## src/rtl/logic_unit_pipe.sv

```systemverilog
// rtl/logic_unit_pipe.sv - two-stage valid/ready bitwise logic unit with result flags and handshake counter
module logic_unit_pipe #(
    parameter int N     = 4,
    parameter int CNT_W = 8
) (
    input  logic             clk,
    input  logic             rst_n,
    input  logic             in_valid,
    output logic             in_ready,
    input  logic [N-1:0]     a,
    input  logic [N-1:0]     b,
    input  logic [2:0]       op,
    output logic             out_valid,
    input  logic             out_ready,
    output logic [N-1:0]     out,
    output logic             zero,
    output logic             ones,
    output logic             parity,
    output logic [CNT_W-1:0] op_count
);

    // Stage 1: captured operands and operation
    logic             r_s1_v;
    logic [N-1:0]     r_s1_a;
    logic [N-1:0]     r_s1_b;
    logic [2:0]       r_s1_op;

    // Stage 2: registered result and flags
    logic             r_s2_v;
    logic [N-1:0]     r_out;
    logic             r_zero;
    logic             r_ones;
    logic             r_parity;
    logic [CNT_W-1:0] r_cnt;

    logic             w_s1_adv;
    logic             w_s2_adv;
    logic [N-1:0]     w_res;
    logic             w_zero;
    logic             w_ones;
    logic             w_parity;

    // A stage may advance when it is empty or the stage after it is moving
    assign w_s2_adv = !r_s2_v || out_ready;
    assign w_s1_adv = !r_s1_v || w_s2_adv;

    assign in_ready  = w_s1_adv;
    assign out_valid = r_s2_v;
    assign out       = r_out;
    assign zero      = r_zero;
    assign ones      = r_ones;
    assign parity    = r_parity;
    assign op_count  = r_cnt;

    // Bitwise result of the operation held in stage 1
    always_comb begin
        w_res = '0;
        case (r_s1_op)
            3'b000:  w_res = ~r_s1_a;
            3'b001:  w_res = r_s1_a & r_s1_b;
            3'b010:  w_res = r_s1_a | r_s1_b;
            3'b011:  w_res = r_s1_a ^ r_s1_b;
            3'b100:  w_res = ~(r_s1_a & r_s1_b);
            3'b101:  w_res = ~(r_s1_a | r_s1_b);
            3'b110:  w_res = ~(r_s1_a ^ r_s1_b);
            default: w_res = r_s1_a;
        endcase
    end

    assign w_zero   = (w_res == '0);
    assign w_ones   = &w_res;
    assign w_parity = ^w_res;

    // Stage 1 register: load on input handshake, empty when advancing without one
    always_ff @(posedge clk or negedge rst_n) begin
        if (!rst_n) begin
            r_s1_v  <= 1'b0;
            r_s1_a  <= '0;
            r_s1_b  <= '0;
            r_s1_op <= '0;
        end else if (w_s1_adv) begin
            r_s1_v <= in_valid;
            if (in_valid) begin
                r_s1_a  <= a;
                r_s1_b  <= b;
                r_s1_op <= op;
            end
        end
    end

    // Stage 2 register: result and flags move together so they never disagree
    always_ff @(posedge clk or negedge rst_n) begin
        if (!rst_n) begin
            r_s2_v   <= 1'b0;
            r_out    <= '0;
            r_zero   <= 1'b0;
            r_ones   <= 1'b0;
            r_parity <= 1'b0;
        end else if (w_s2_adv) begin
            r_s2_v   <= r_s1_v;
            r_out    <= w_res;
            r_zero   <= w_zero;
            r_ones   <= w_ones;
            r_parity <= w_parity;
        end
    end

    // Wrapping count of completed output handshakes
    always_ff @(posedge clk or negedge rst_n) begin
        if (!rst_n) begin
            r_cnt <= '0;
        end else if (r_s2_v && out_ready) begin
            r_cnt <= r_cnt + CNT_W'(1'b1);
        end
    end

endmodule

```

## config.mk

```make
export PLATFORM = sky130hd
export DESIGN_NAME = logic_unit_pipe
export DESIGN_NICKNAME = d
export VERILOG_FILES = /design/src/rtl/logic_unit_pipe.sv
export SDC_FILE = /design/constraint.sdc
export NUM_CORES = 1
export LEC_CHECK = 0
export ABC_AREA = 1
export CORE_AREA = 2 2 72 74
export DETAILED_ROUTE_END_ITERATION = 6
export DIE_AREA = 0 0 74 76
export MAX_ROUTING_LAYER = met4
export PLACE_DENSITY = 0.56
export SLEW_MARGIN = 5
export SYNTH_ARGS = -nofsm -noshare
export SYNTH_HDL_FRONTEND = slang
export SYNTH_SLANG_ARGS = --single-unit
```

## constraint.sdc

```tcl
create_clock -name clk -period 2.4 [get_ports clk]
set_input_delay 0.24 -clock clk [delete_from_list [all_inputs] [get_ports clk]]
set_output_delay 0.24 -clock clk [all_outputs]
set_load 0.01 [all_outputs]
```

# Word-level counts from Yosys, hierarchy flattened
# Index checks and enable logic that the tools add are counted.
[totals]
register_bits = 28
output_inout_bits = 17
elab_cells = 35
input_bits = 15
[op_classes]
n_eq_ne = 6
muxes = 1
n_bitwise = 7
reduce_logical = 10
add_sub_neg = 1
[ops]
columns = ["operator", "count"]
rows = [
  ["4-bit one-hot mux with 7 select lines", 1],
  ["4-bit inverter", 4],
  ["3-bit equality test, second input constant", 3],
  ["8-bit by 1-bit adder with 8-bit output, second input constant", 1],
  ["3-bit by 2-bit equality test with 1-bit output, second input constant", 2],
  ["4-bit bitwise AND", 1],
  ["4-bit logical NOT", 1],
  ["4-bit OR", 1],
  ["4-bit AND reduction", 1],
  ["4-bit XOR reduction", 1],
  ["4-bit bitwise XOR", 1],
  ["3-bit by 1-bit equality test with 1-bit output, second input constant", 1],
  ["3-bit logical NOT", 1],
  ["1-bit logical NOT", 2],
  ["1-bit logical OR", 2],
  ["2-bit AND reduction", 1],
  ["1-bit logical AND", 1],
]

# Depth between registers and ports, before layout
[logic_depth]
word_depth = 4
depth_mapped = 13
mapped_depth_nobuf = 13

# Least setup slack after synthesis
# Ideal clock, no wire load.
[synth_timing]
path_kind = "register to register"
startpoint = "register r_s1_op[0]"
endpoint = "register r_parity (netlist: parity)"
t_arrival_ns = 1.550
n_path_buf = 1
path_slack_ns = 0.714
stages_incl_launch_ff = 11
synth_period_minus_slack_ns = 1.686
setup_time_ns = 0.135
path_cell_list = "dfrtp_1 > buf_2 > nor2_2 > nand3_1 > o21ai_1 > nor2_1 > nand2_1 > nand2_1 > ha_1 > xnor2_1 > o21ai_0"
[synth_between]
elab_chain_len = 3
word_cells_on_any_way = 9
[synth_lines]
columns = ["item", "line", "source"]
rows = [
  ["start, declared", "26", "logic [2:0] r_s1_op;"],
  ["start signal, assigned", "86", "r_s1_op <= op;"],
  ["3-bit equality test, or another cell as far along", "58", "case (r_s1_op)"],
  ["4-bit one-hot mux with 7 select lines (*)", "58", ""],
  ["4-bit XOR reduction (*)", "72", "assign w_parity = ^w_res;"],
  ["end signal, assigned", "104", "r_parity <= w_parity;"],
  ["end, declared", "33", "logic r_parity;"],
]
# Every way passes the cells marked *; elsewhere a longest branch is shown, timed or not.
# A chain may end at the register's enable or synchronous reset.

# Worst setup path after layout
# Ends and elaborated chain as after synthesis.

==> out/metrics.cfg <==
[setup_path]
startpoint=r_s1_op[0]
slowest_delay_ns=0.58
cp_max_fo=11
crit_type=flip-flop to flip-flop
path_delay_family=flip-flops
rr_endpoint=parity
end_kind=flip-flop
arrival_ns=2.23
r2r-start=r_s1_op[0]
cp_slowest_cell=dfrtp_1
r2r_slack_ns=0.34
cp_data_required_time_ns=2.57
worstPathCellList=clkinv_1, nand4_1, nand2_1, nor2_1, nand2_1, nand2_1, ha_1, xnor2_1, o21ai_0
cp-start-kind=flip-flop
r2r_cells=9
cp_common_cell=nand2_1
cp_num_buf_inv=1

[pwr]
switchingPower_w=0.000663
p_total_w=0.00187
worst_ir_drop_vdd_mv=0.260
swShare_pct=35.5
p_int_w=0.00121
pwr-share-comb_pct=40.7
p_clk_share_pct=20.3
sequentialPowerShare_pct=39.0
p_per_area_nw_per_um2=875
p_leak_nw=1.10

[sta]
rsz0062_at_grt=false
fin_ws_ns=0.337
hold_violations=0
worst_pin_slew_ns=0.473
finalMaxSlewViolations=0
relSlewSlack_pct=68.5
fmax_mhz=485
fin_crit_sh_pct=86.0
tns_ns=0
period_minus_slack_ns=2.06
fin_skew_ns=0.00470
setup_viol=0

[placement]
hpwlAfterDp_um=2510
post-place-ws_ns=0.393
placed_cells=320
gp_congestion=0.886
dpl_cell_area_um2=2070
numPortBuffers=31

[logic_synthesis]
synth-edff-count=0
syn_inst=223
synth_cell_types=20
yosysWarningCount=0
synth-seq-cells=28
synth_fp_nets=251
syn_area_per_cell_um2=7.54
synth_top_flop_cell=dfrtp_1
ys_seq_area_share_pct=41.7
syn_area_um2=1680
async_reset_ff_share_pct=100

[clock_network]
cts_root_buf=clkbuf_8
cts_made_buffers=3
cts_buffer_depth=2
cts.htree.levels=1
cts_tree=built
hold_buffers=0
cts.clk_slew.worst_paths_ns=0.10
clock_latency_ns=0.28
cts.sinks=28
cts_setup_buffers=0
post_cts_resized=0

[routing]
via_per_inst=4.51
postRouteAntennaNets=0
drt_wl_total_um=3430
wire_per_inst_um=10.6
dr.pass1.iters=4
drc=0
drt_iter0_drc=143
vias=1461

[floorplan]
coreArea_um2=4910
row_count=26
start_util_pct=34.2
die_area_um2=5620
die_y_um=76
fp.dieW_um=74
pin_count=32

[cells_and_area]
fin_nets=283
mostFrequentLayoutCells=nand2_1 (57), inv_1 (31), clkdlybuf4s50_1 (31)
diodes=0
drive_gt1_share_pct=4.33
syn2layout_area_growth_pct=27.1
fin_cells=324
layout_commonest_cell=nand2_1
fin_area_um2=2140

[min_path]
hold_class=input pin to asynchronous set/reset pin

[run_status]
status=completed

[grt]
grt_use_total_pct=14.3
grt_pass1_wl_um=6240
grt_remaining_overflow=0
grt_max_degree=29
grt_pass1_vias=1391
antenna_found_initial=0

[run]
drv_cap=0

synth_stat cells, types with 3 or more instances:
library cell,number,area share (%)
buf_2,5,1.5
dfrtp_1,28,42
nand4_1,12,4.5
nor2_1,25,5.6
ha_1,13,9.7
nand3b_1,3,1.3
inv_1,31,6.9
a21oi_1,11,3.3
xnor2_1,3,1.6
o21ai_0,5,1.5
nand3_1,17,5.1
xor2_1,4,2.1
nand2_1,57,13
per-stage QoR:
step	util (%)	hold WS, ns
floorplan	-	-0.0556
global placement	42.1	0.459
detailed placement	42.1	0.466
CTS	43.5	0.342
global route	43.5	0.370
finish	43.5	0.326
flip-flops by register name, indices dropped and copies added, names as in the netlist:
name / flops
ones: 1
op_count: 8
out: 4
out_valid: 1
parity: 1
r_s1_a: 4
r_s1_b: 4
r_s1_op: 3
r_s1_v: 1
zero: 1
cell type report:
cell class | count | area [um^2]
multi-input combinational | 154 | 817
fill | 513 | 2780
timing repair buffer | 34 | 333
clock inverter | 1 | 30.0
tap | 70 | 87.6
inverter | 34 | 128
sequential | 28 | 701
clock buffer | 3 | 41.3
kinds of logic (layout without fill, tap and decap cells):
| family | after synthesis | in the layout | synth area share [%] |
|---|---|---|---|
| XOR/XNOR | 7 | 7 | 3.65 |
| AO/OA/AOI/OAI | 18 | 18 | 5.36 |
| AND/OR/NAND/NOR | 116 | 116 | 29.9 |
| adder cells (fa/ha/maj) | 13 | 13 | 9.67 |
| buffers and inverters | 41 | 72 | 9.75 |
| flip-flops | 28 | 28 | 41.7 |
how the worst max path moves through the flow:
stage | to | slack (ns) | depth (start not counted)
3_5_place_dp | parity | 0.39 | 11
5_1_grt | parity | 0.08 | 11
4_1_cts | parity | 0.37 | 11
3_3_place_gp | parity | 0.42 | 9
6_report | parity | 0.34 | 9
2_1_floorplan | parity | 0.71 | 10
power by group through the flow:
stage          clock network (W)  logic (W)  registers, W
6_report                0.000380   0.000760      0.000729
5_1_grt                 0.000409   0.000873      0.000757
4_1_cts                 0.000395   0.000773      0.000730
3_5_place_dp                   0   0.000769      0.000739
3_3_place_gp                   0   0.000761      0.000737
2_1_floorplan                  0   0.000413      0.000755
routing by layer:
| metal | routed length [um] | track usage, % | up-vias | part of all wire (%) |
|---|---|---|---|---|
| li1 | - | - | 762 | - |
| met1 | 1680 | 19.4 | 653 | 49 |
| met2 | 1540 | 21.1 | 40 | 45 |
| met3 | 127 | 1.98 | 6 | 3.7 |
| met4 | 82 | 6.36 | 0 | 2.4 |
| met5 | 0 | - | - | 0 |
No activity file was read; power rests on OpenSTA's default activity.
